`src/rtl/spi_blk_tx.sv`:
```
// spi_blk_tx: SPI write-block sequencer -- start token, BLK_BYTES data bytes, then the CRC16 tail.
// Optional: define SPI_BLK_TX_UNDERRUN_EN to send 0xFF on a missing byte instead of stalling.
module spi_blk_tx #(
    parameter int BLK_BYTES = 512,
    parameter int CNT_W     = 10
) (
    input  logic       clk_i,
    input  logic       rst_n_i,
    input  logic       bit_en_i,
    input  logic       start_i,
    input  logic       multi_blk_i,
    input  logic [7:0] byte_data_i,
    input  logic       byte_valid_i,
    output logic       byte_ready_o,
    input  logic       crc_dout_i,
    output logic       crc_din_o,
    output logic       crc_gen_en_o,
    output logic       crc_out_en_o,
    output logic       crc_ld_start_o,
    output logic       crc_ld_multi_o,
    output logic       sdo_o,
    output logic       busy_o,
    output logic       done_o,
    output logic       underrun_o
);
    typedef enum logic [1:0] {IDLE, TOKEN, DATA, CRC} state_e;

    localparam logic [CNT_W-1:0] LAST_BYTE = CNT_W'(BLK_BYTES - 1);

    state_e           state_q, state_d;
    logic [7:0]       shift_q, shift_d;
    logic [3:0]       bit_cnt_q, bit_cnt_d;
    logic [CNT_W-1:0] byte_cnt_q, byte_cnt_d;
    logic             multi_q, multi_d;
    logic             last_q, last_d;
    logic             done_q, done_d;
    logic             fetch, stall;
    logic [7:0]       cur_byte;

    // First strobe of a data byte: the bit comes straight from the input, not the shifter.
    assign fetch = (state_q == DATA) && (bit_cnt_q == 4'd0);

`ifdef SPI_BLK_TX_UNDERRUN_EN
    logic underrun_q, underrun_d;

    assign stall      = 1'b0;
    assign cur_byte   = fetch ? (byte_valid_i ? byte_data_i : 8'hFF) : shift_q;
    assign underrun_o = underrun_q;

    always_comb begin
        underrun_d = underrun_q;
        if (state_q == IDLE && start_i)
            underrun_d = 1'b0;
        else if (fetch && bit_en_i && !byte_valid_i)
            underrun_d = 1'b1;
    end

    always_ff @(posedge clk_i) begin
        if (!rst_n_i) underrun_q <= 1'b0;
        else          underrun_q <= underrun_d;
    end
`else
    assign stall      = fetch && !byte_valid_i;
    assign cur_byte   = fetch ? byte_data_i : shift_q;
    assign underrun_o = 1'b0;
`endif

    assign busy_o = (state_q != IDLE);
    assign done_o = done_q;

    always_comb begin
        state_d        = state_q;
        shift_d        = shift_q;
        bit_cnt_d      = bit_cnt_q;
        byte_cnt_d     = byte_cnt_q;
        multi_d        = multi_q;
        last_d         = last_q;
        done_d         = 1'b0;
        byte_ready_o   = 1'b0;
        crc_din_o      = 1'b0;
        crc_gen_en_o   = 1'b0;
        crc_out_en_o   = 1'b0;
        crc_ld_start_o = 1'b0;
        crc_ld_multi_o = 1'b0;
        sdo_o          = 1'b1;
        unique case (state_q)
            IDLE: begin
                if (start_i) begin
                    state_d    = TOKEN;
                    multi_d    = multi_blk_i;
                    shift_d    = multi_blk_i ? 8'hFC : 8'hFE;
                    bit_cnt_d  = 4'd0;
                    byte_cnt_d = '0;
                end
            end
            TOKEN: begin
                sdo_o = shift_q[7];
                if (bit_en_i) begin
                    last_d  = shift_q[7];
                    shift_d = {shift_q[6:0], 1'b0};
                    if (bit_cnt_q == 4'd7) begin
                        crc_ld_multi_o = multi_q;
                        crc_ld_start_o = !multi_q;
                        bit_cnt_d      = 4'd0;
                        state_d        = DATA;
                    end else begin
                        bit_cnt_d = bit_cnt_q + 4'd1;
                    end
                end
            end
            DATA: begin
                // While stalled the line keeps the previous bit.
                sdo_o = stall ? last_q : cur_byte[7];
                if (bit_en_i && !stall) begin
                    crc_din_o    = cur_byte[7];
                    crc_gen_en_o = 1'b1;
                    byte_ready_o = fetch && byte_valid_i;
                    last_d       = cur_byte[7];
                    shift_d      = {cur_byte[6:0], 1'b0};
                    if (bit_cnt_q == 4'd7) begin
                        bit_cnt_d = 4'd0;
                        if (byte_cnt_q == LAST_BYTE) begin
                            byte_cnt_d = '0;
                            state_d    = CRC;
                        end else begin
                            byte_cnt_d = byte_cnt_q + CNT_W'(1);
                        end
                    end else begin
                        bit_cnt_d = bit_cnt_q + 4'd1;
                    end
                end
            end
            CRC: begin
                sdo_o = crc_dout_i;
                if (bit_en_i) begin
                    crc_out_en_o = 1'b1;
                    if (bit_cnt_q == 4'd15) begin
                        bit_cnt_d = 4'd0;
                        done_d    = 1'b1;
                        state_d   = IDLE;
                    end else begin
                        bit_cnt_d = bit_cnt_q + 4'd1;
                    end
                end
            end
            default: state_d = IDLE;
        endcase
    end

    always_ff @(posedge clk_i) begin
        if (!rst_n_i) begin
            state_q    <= IDLE;
            shift_q    <= 8'h00;
            bit_cnt_q  <= 4'd0;
            byte_cnt_q <= '0;
            multi_q    <= 1'b0;
            last_q     <= 1'b1;
            done_q     <= 1'b0;
        end else begin
            state_q    <= state_d;
            shift_q    <= shift_d;
            bit_cnt_q  <= bit_cnt_d;
            byte_cnt_q <= byte_cnt_d;
            multi_q    <= multi_d;
            last_q     <= last_d;
            done_q     <= done_d;
        end
    end

endmodule

```
`config.mk`:
```
export PLATFORM = sky130hd
export DESIGN_NAME = spi_blk_tx
export DESIGN_NICKNAME = d
export VERILOG_FILES = /design/src/rtl/spi_blk_tx.sv
export SDC_FILE = /design/constraint.sdc
export NUM_CORES = 1
export LEC_CHECK = 0
export BUFFER_PORTS_ARGS = -buffer_cell sky130_fd_sc_hd__buf_2
export CAP_MARGIN = 20
export CORE_ASPECT_RATIO = 0.9
export CORE_MARGIN = 2
export CORE_UTILIZATION = 50
export DETAILED_ROUTE_END_ITERATION = 10
export PLACE_DENSITY = 0.73
export SLEW_MARGIN = 10
export SYNTH_ARGS = -nofsm -noshare
export SYNTH_HDL_FRONTEND = slang
export SYNTH_SLANG_ARGS = --single-unit
```
`constraint.sdc`:
```
create_clock -name clk_i -period 1.86 [get_ports clk_i]
set_input_delay 0.279 -clock clk_i [delete_from_list [all_inputs] [get_ports clk_i]]
set_output_delay 0.279 -clock clk_i [all_outputs]
set_load 0.1 [all_outputs]
```
==> flow_summary.yaml, run 1 <==
run_status:
  status: "finished, violations left"
  violations: "negative setup slack"
critical_path:
  worstPathRequired_ns: 1.58
  worstPathMaxFanout: 6
  worstPathArrival_ns: 1.90
  cp-startpoint: "state_q[1]"
  r2r_end: "byte_cnt_q[4]"
  cp-endpoint: "crc_din_o"
  r2r_start: "state_q[1]"
  crit_type: "flip-flop to primary output"
  critPathLaunchType: "flip-flop"
  r2r_cells: 8
  r2r_setup_slack_ns: -0.15
  cp-end-kind: "primary output"
sta:
  min_period_ns: 2.18
  period_share_pct: 117
  hold_viol_final: 0
  slew_viol_final: 0
  rsz0062_at_grt: "yes"
  setup_viol: 12
  clock_skew_ns: 0.00474
  fin_ws_ns: -0.324
  clock.fmax_ghz: 0.458
clock_network:
  htree_levels: 1
  clockBufferDepth: 2
  clkSlewWorstSetupHoldPaths_ns: 0.10
  cts_sinks: 26
  cts_tree: "yes"
  clock_latency_ns: 0.29
  cts_root_buf: "clkbuf_8"
  numCtsBuffers: 3
power:
  p_leak_nw: 1.05
  powerDensity_mw_per_mm2: 1170
  finalPower_mw: 3.17
  ir_drop_mv: 1.03
floorplanning:
  pin_count: 25
  initial_core_util_pct: 51.5
  rows: 20
  dieArea_mm2: 0.00388
  die_h_um: 59.3
  core_mm2: 0.00330
  die_w_um: 65.5
yosys:
  synth_top_cell_area_share_pct: 30.6
  yosysWarnings: 0
  synth_top_family_by_area: "compound AO/OA/AOI/OAI gates"
  muxShareOfSynthArea_pct: 2.94
  async_reset_ff_share_pct: 0
  synth_area_leaders: "dfxtp_1 (31%), a211oi_1 (6.6%), ha_1 (5.9%), a21oi_1 (4.1%), a221oi_1 (3.6%)"
  synth_compound_area_share_pct: 29.6
  synth-edff-count: 0
  synthesis.nets: 222
  synthesis.area_mm2: 0.00170
  synthSimpleGateAreaFrac_pct: 24.1
  synth_cells: 199
  syn_avg_cell_area_um2: 8.54
  ys_seq_area_share_pct: 30.6
  synth_cell_type_count: 53
  synth_fa_ha_area_share_pct: 5.89
  synthXorXnorAreaFrac_pct: 0
  yosysTopAreaCell: "dfxtp_1"
  ys_ff_latch: 26
  synth_ff_type: "dfxtp_1"
detailed_routing:
  drt_iter0_drc: 378
  drc: 0
  drt-total-wl_um: 6810
  postRouteAntennaNets: 0
  firstDrtPassIters: 5
  via_per_inst: 6.82
  routedWlPerCell_um: 22.3
  vias: 2079
finish:
  nets: 285
  final_core_util_pct: 82.3
  fillerInstances: 180
  area_delta_synth_final_pct: 60.0
  drive_gt1_share_pct: 52.1
  n_antenna_cell: 0
place:
  portBuffers: 23
  dpl.hpwl_um: 3780
  place.gp.congestion: 0.878
global_routing:
  grt_max_degree: 20
  grt_pass1_vias: 1916
  antenna_found_initial: 0
  grt_first_pass_wirelength_um: 9290
  grt_usage_pct: 31.1
  grt-ovfl-total: 0
min_path:
  hold_start: "multi_blk_i"
  hold_class: "input port to flip-flop"
run:
  drv_cap: 0
-- synth_stat cells (2+ instances only) --
master    instances
mux2i_1           5
nor3_1            3
buf_2             4
a221oi_1          7
o31ai_1           2
or4b_1            3
dfxtp_1          26
o311ai_0          2
o41ai_1           4
nor2b_1           3
nor2_1            9
o21ai_0           7
inv_1            12
or3_1             2
nand2b_1          4
clkbuf_1          7
o211ai_1          2
nand3_1           7
ha_1              8
nor3b_1           2
a211o_1           2
and3_1            2
and4_1            2
or4_1             2
o21bai_1          2
nor4_1            2
nand4_1           2
a31oi_1           3
a211oi_1         15
a21oi_1          14
nand2_1          12
-- routing by layer --
metal	global-route usage, %	share of wire [%]	vias to the layer above
li1	-	-	895
met1	39.8	39	999
met2	53.4	49	141
met3	5.13	8.0	44
met4	11.0	4.0	0
met5	0	0	-
-- kinds of logic after synthesis --
kind of cell	count (synthesis)
other cells	1
compound gates	68
flops	26
fa+ha+maj	8
mux	5
buf+inv	26
simple gates	65
-- stage by stage --
| step | setup WS [ns] | hold WS [ns] | TNS [ns] | cell area, um2 | cells |
|---|---|---|---|---|---|
| 5_1_grt | -0.376 | 0.260 | -2.23 | 2720 | 305 |
| 3_3_place_gp | -0.0203 | 0.448 | -0.0592 | 2300 | 292 |
| 4_1_cts | -0.172 | 0.270 | -0.925 | 2530 | 301 |
| 6_report | -0.324 | 0.272 | -1.30 | 2720 | 305 |
| 3_5_place_dp | -0.175 | 0.468 | -1.05 | 2300 | 292 |
| 2_1_floorplan | -0.955 | 0.370 | -2.03 | 1790 | 199 |
-- how the worst min path moves through the flow --
stage	to	depth (start not counted)	slack, ns
after CTS	multi_q	3	0.27
final	multi_q	3	0.27
after detailed placement	byte_cnt_q[6]	2	0.47
after floorplan	last_q	1	0.37
after global routing	multi_q	3	0.26
after global placement	byte_cnt_q[6]	2	0.45
-- layout make-up --
class | count | area (um2) | area share, %
well taps | 44 | 55.1 | 2.02
multi-input cells | 148 | 1400 | 51.6
repair buffers | 71 | 622 | 22.9
clock buffers | 4 | 55.1 | 2.02
inverters | 12 | 51.3 | 1.89
flip-flops and latches | 26 | 533 | 19.6
-- cells in the final DEF, fill, tap and decap left out, types with 3 or more instances in the layout --
| master | count |
|---|---|
| a21oi_1 | 13 |
| dfxtp_2 | 4 |
| ha_4 | 5 |
| a221oi_1 | 6 |
| a211oi_2 | 6 |
| clkbuf_8 | 4 |
| dfxtp_1 | 20 |
| buf_4 | 41 |
| nand2_1 | 10 |
| a211oi_1 | 8 |
| nor2_1 | 6 |
| nand2b_1 | 4 |
| buf_2 | 15 |
| nor2_4 | 3 |
| nand3_1 | 5 |
| buf_6 | 7 |
| o21ai_0 | 5 |
| mux2i_1 | 5 |
| inv_1 | 8 |
| buf_12 | 8 |
-- sequential cells by signal, indices dropped and copies added (netlist names) --
| name | flops |
|---|---|
| bit_cnt_q | 4 |
| shift_q | 7 |
| last_q | 1 |
| multi_q | 1 |
| byte_cnt_q | 10 |
| done_o | 1 |
| state_q | 2 |
-- repair_timing --
item / in CTS / in global routing
hold buffers: 0 / 0
resized for setup: 35 / 39
setup endpoints to repair: 25 / 27
buffers inserted: 5 / 3
gates cloned: 0 / 2
pin swaps: 11 / 12
-- critical path: stages (launching register included) --
cell      delay [ns]
dfxtp_2         0.36
buf_6           0.10
ha_4            0.16
and4bb_4        0.33
mux2i_1         0.28
buf_4           0.18
nor2b_4         0.04
buf_12          0.16
-- report_power, final --
| group | switching (mW) | total [mW] | internal (mW) |
|---|---|---|---|
| sequential | 0.101 | 0.767 | 0.667 |
| clock | 0.203 | 0.393 | 0.190 |
| combinational | 1.13 | 2.01 | 0.887 |
| total | 1.43 | 3.17 | 1.74 |
Power figures use the tool's default switching activity.
==> run 2: changes to the inputs <==
CORE_MARGIN = 5   (was 2)
PLACE_DENSITY = unset   (was 0.73)
PLACE_DENSITY_LB_ADDON = 0.12   (was unset)
==> run 2 against run 1 <==
Against the previous run: the run still ends with negative setup slack left; critical endpoint unchanged; highest routed layer unchanged; combinational power decreased by 11%; first-iteration DRC count shrank 69%; critical path depth down 1; sequential share of layout area grew 0.58 points; design area shrank 3.1%; non-clock buffer count down 8.
==> flow_summary.yaml, run 2 (synthesis gave the netlist of run 1 again) <==
run_status:
  status: "finished, violations left"
  violations: "negative setup slack"
global_routing:
  grt_util_met1_pct: 30.8
  antenna_found_initial: 0
  grt_first_pass_wirelength_um: 8740
  grt-ovfl-total: 0
  use_met2_pct: 38.6
  grt_usage_pct: 23.2
  grt_pass1_vias: 1815
  grt_busiest_layer: "met2"
  grtUsageMet3_pct: 3.21
  grt_max_degree: 20
place:
  place.gp.congestion: 0.897
  dpl.hpwl_um: 3570
  portBuffers: 23
  dp.cells: 285
  place_ws_ns: -0.220
detailed_routing:
  routedWlPerCell_um: 18.5
  drt_iter0_drc: 117
  drt-total-wl_um: 5470
  postRouteAntennaNets: 0
  vias: 1885
  firstDrtPassIters: 5
  drc: 0
  via_per_inst: 6.37
critical_path:
  r2r_setup_slack_ns: -0.08
  worstPathArrival_ns: 1.75
  path_cells: "buf_6, ha_4, and4bb_4, a211oi_4, nor2b_4, buf_12"
  r2r_cells: 7
  slowest_stage: "dfxtp_2"
  cp-end-kind: "primary output"
  critical_path_depth: 6
  cp_num_buf_inv: 2
  crit_type: "flip-flop to primary output"
  worstPathRequired_ns: 1.58
  crit_family: "simple AND/OR/NAND/NOR gates"
  slowest_delay_ns: 0.34
  critPathLaunchType: "flip-flop"
  worstPathMaxFanout: 6
finish:
  drive_gt1_share_pct: 49.2
  largest_register_ffs: 10
  reg.largest.list: "byte_cnt_q: 10 flops, shift_q: 7 flops, bit_cnt_q: 4 flops"
  final-seq-area_um2: 532
  finalNonFillerCells: 296
  layout_commonest_cell: "buf_4"
  nets: 276
  regMostFlops: "byte_cnt_q"
  n_antenna_cell: 0
  area_delta_synth_final_pct: 55.0
  fillerInstances: 202
  multiInputGateArea_mm2: 0.00137
  final_cell_mix: "buf_4 (35), dfxtp_1 (21), buf_2 (16)"
floorplanning:
  die_w_um: 71.5
  pin_count: 25
  dieArea_mm2: 0.00467
  die_h_um: 65.3
  rows: 20
  initial_core_util_pct: 51.1
  core_mm2: 0.00333
power:
  powerDensity_mw_per_mm2: 1140
  finalPower_mw: 3.02
  p_leak_nw: 1.00
  ir_drop_mv: 0.736
sta:
  slew_viol_final: 0
  hold_viol_final: 0
  clock_skew_ns: 0.00313
  setup_tns_ns: -0.784
  setup_viol: 9
  min_period_ns: 2.03
  clock.fmax_ghz: 0.492
  rsz0062_at_grt: "yes"
  fin_ws_ns: -0.171
  timing.hold.ws_ns: 0.267
  period_share_pct: 109
clock_network:
  cts_sinks: 26
  clkSlewWorstSetupHoldPaths_ns: 0.10
  cts_hold_buf: 0
  cts_root_buf: "clkbuf_8"
  clock_latency_ns: 0.28
  numCtsBuffers: 3
  cts_tree: "yes"
  clockBufferDepth: 2
  htree_levels: 1
min_path:
  hold_depth: 3
  hold_class: "input port to flip-flop"
run:
  drv_cap: 0
-- run 2: changes by cell type in the layout (fill, tap and decap cells not counted), sizes merged --
cell    before  now
buf         71   63
bufinv       0    1
clkbuf       4    3
o21a         2    1
-- run 2: report_power, final --
group          internal, mW  leakage (nW)  total (mW)  switching [mW]
registers             0.665         0.215       0.752          0.0870
logic                 0.764         0.754        1.78            1.01
clock network         0.289        0.0357       0.487           0.198
total                  1.72          1.00        3.02            1.30
-- run 2: worst register-to-register path: stages (launching register included) --
cell and delay (ns):
dfxtp_2 0.36, buf_6 0.10, ha_4 0.14, buf_4 0.17, nor2_4 0.07, a2111oi_4 0.34
or4b_1 0.48, a211oi_2 0.22
-- run 2: final timing paths --
path                      start            end
setup reg to reg     state_q[1]  byte_cnt_q[9]
setup / recovery     state_q[1]      crc_din_o
hold reg to reg   byte_cnt_q[6]  byte_cnt_q[6]
hold / removal      multi_blk_i        multi_q
-- run 2: area by class of cell --
cell class / instances / area share, %
Clock buffer: 3 / 1.57
Tap cell: 44 / 2.09
Sequential cell: 26 / 20.2
Clock inverter: 1 / 1.14
Multi-Input combinational cell: 147 / 52.0
Timing Repair Buffer: 63 / 21.1
Inverter: 12 / 1.95
-- run 2: metrics by stage --
stage	cell area (um2)	utilization [%]
finish	2640	79.2
global route	2640	79.2
CTS	2520	75.7
detailed placement	2250	67.5
global placement	2250	67.5
floorplan	1790	-
-- run 2: repair_timing --
action	in CTS	in global routing
buffers inserted	5	1
cloned	0	1
pin swaps	13	7
setup endpoints to repair	26	27
resized for setup	40	23
-- run 2: routing by layer --
layer	share of wire (%)	vias up
met5	0	-
met4	2.0	0
met3	5.0	12
met2	50	63
met1	43	942
li1	-	868
==> run 3: changes to the inputs <==
REMOVE_ABC_BUFFERS = 1   (was unset)
==> run 3 against run 2 <==
Against the previous run: the flow still finishes with violations (negative setup slack); highest routed layer unchanged; sequential power about the same; combinational power increased by 5%; register-to-register slack about the same; utilization increased by 1.2 points; die area unchanged; clock power increased by 1%; critical endpoint unchanged; first-iteration DRC count increased by 45%.
==> flow_summary.yaml, run 3 (synthesis gave the netlist of run 1 again) <==
detailed_routing:
  drc: 0
  via_per_inst: 6.55
  firstDrtPassIters: 4
  routedWlPerCell_um: 20.4
  drt_iter0_drc: 170
  postRouteAntennaNets: 0
  drt-total-wl_um: 6070
  vias: 1953
critical_path:
  crit_type: "flip-flop to primary output"
  cp-end-kind: "primary output"
  worstPathArrival_ns: 1.78
  path_cells: "inv_2, ha_4, and4bb_2, buf_6, mux2i_4, nor2b_4, buf_12"
  slowest_delay_ns: 0.37
  worstPathMaxFanout: 5
  worstPathRequired_ns: 1.58
  slowest_stage: "dfxtp_2"
  critPathLaunchType: "flip-flop"
sta:
  period_share_pct: 111
  clock_skew_ns: 0.00636
  rsz0062_at_grt: "yes"
  min_period_ns: 2.06
  slew_headroom_pct: 65.5
  setup_viol: 12
  slew_viol_final: 0
  fin_ws_ns: -0.196
  hold_viol_final: 0
  clock.fmax_ghz: 0.486
  max_slew.worst_pin.slew_ns: 0.515
min_path:
  hold_class: "input port to flip-flop"
place:
  place.gp.congestion: 0.892
  dpl.hpwl_um: 3590
  place_ws_ns: -0.198
  dpl-instance-area_mm2: 0.00215
  portBuffers: 23
finish:
  layout_commonest_cell: "buf_4"
  final-seq-area_um2: 532
  final_core_util_pct: 80.4
  n_antenna_cell: 0
  final_cell_mix: "buf_4 (36), dfxtp_1 (21), buf_2 (15)"
  reg.largest.list: "byte_cnt_q: 10 flops, shift_q: 7 flops, bit_cnt_q: 4 flops"
  drive_gt1_share_pct: 50.0
  regMostFlops: "byte_cnt_q"
  nets: 278
  area_delta_synth_final_pct: 57.3
  fin_area_mm2: 0.00268
  fillerInstances: 189
  largest_register_ffs: 10
  multiInputGateArea_mm2: 0.00142
clock_network:
  cts_root_buf: "clkbuf_8"
  cts_tree: "yes"
  clockBufferDepth: 2
  clkSlewWorstSetupHoldPaths_ns: 0.10
  numCtsBuffers: 3
  cts_sinks: 26
  htree_levels: 1
  clock_latency_ns: 0.28
  cts_hold_buf: 0
power:
  p_clk_share_pct: 15.8
  swShare_pct: 43.2
  seq_power_share_pct: 24.1
  ir_drop_mv: 0.879
  power.switching_mw: 1.35
  powerDensity_mw_per_mm2: 1160
  p_comb_share_pct: 60.0
  p_leak_nw: 1.02
  intPower_mw: 1.77
floorplanning:
  dieArea_mm2: 0.00467
  rows: 20
  initial_core_util_pct: 51.1
  die_w_um: 71.5
  pin_count: 25
  die_h_um: 65.3
  core_mm2: 0.00333
global_routing:
  grt_pass1_vias: 1938
  grt_usage_pct: 24.3
  antenna_found_initial: 0
  grt_first_pass_wirelength_um: 9140
  grt_max_degree: 20
  grt-ovfl-total: 0
run:
  drv_cap: 0
run_status:
  status: "finished, violations left"
  violations: "negative setup slack"
run 3: cell types whose count changed in the layout (fill, tap and decap cells not counted), moves of 2 or more:
cell,change
inv_2,+3
a21oi_1,-2
buf_12,-2
buf_6,+2
nand2_1,+2
nor4_2,-2
o21bai_1,-2
o21bai_2,+2
o41ai_1,-2
o41ai_4,+2
run 3: worst paths after layout:
check,startpoint,endpoint,slack [ns],cells past startpoint
setup / recovery,bit_cnt_q[0],crc_din_o,-0.20,7
hold / removal,multi_blk_i,multi_q,0.25,3
setup reg to reg,state_q[0],byte_cnt_q[5],-0.09,7
hold reg to reg,byte_cnt_q[6],byte_cnt_q[6],0.49,2
run 3: cell type report:
cell class	count	area share, %
tap	44	2.06
sequential	26	19.9
timing repair buffer	64	20.8
inverter	12	1.68
clock inverter	1	1.12
multi-input combinational	148	52.9
clock buffer	3	1.54
run 3: what timing repair did:
item,CTS,global route
gates resized for setup,47,39
cloned,0,1
setup buffers,5,3
setup endpoints to repair,28,29
pin swaps,9,7
run 3: metal layers:
metal  vias up  wire [um]  GRT usage [%]
li1        874          -              -
met3        18        326           4.13
met4         0        136           5.63
met2        92       2990           42.0
met5         -          0              0
met1       969       2620           31.6
run 3: critical path: cells and delay by family (launching register included):
| kind | cells | cell delay (ns) |
|---|---|---|
| and+or+nand+nor | 2 | 0.39 |
| DFF | 1 | 0.37 |
| muxes | 1 | 0.19 |
| adders and majority gates | 1 | 0.16 |
| buffers and inverters | 3 | 0.38 |
run 3: metrics by stage:
stage               total power, mW  instances  hold WS [ns]  TNS (ns)
floorplan                      1.59        185         0.370     -9.91
global placement               2.05        285         0.448    -0.665
detailed placement             2.10        285         0.464     -2.01
CTS                            2.83        294         0.257    -0.861
global route                   3.27        298         0.253     -2.07
finish                         3.12        298         0.252     -1.09
run 3: power groups by stage:
stage / clock network, mW / logic, mW / registers [mW]
final: 0.494 / 1.87 / 0.752
after global routing: 0.517 / 1.98 / 0.765
after CTS: 0.492 / 1.59 / 0.742
after detailed placement: 0 / 1.36 / 0.739
after global placement: 0 / 1.32 / 0.731
after floorplan: 0 / 0.870 / 0.725
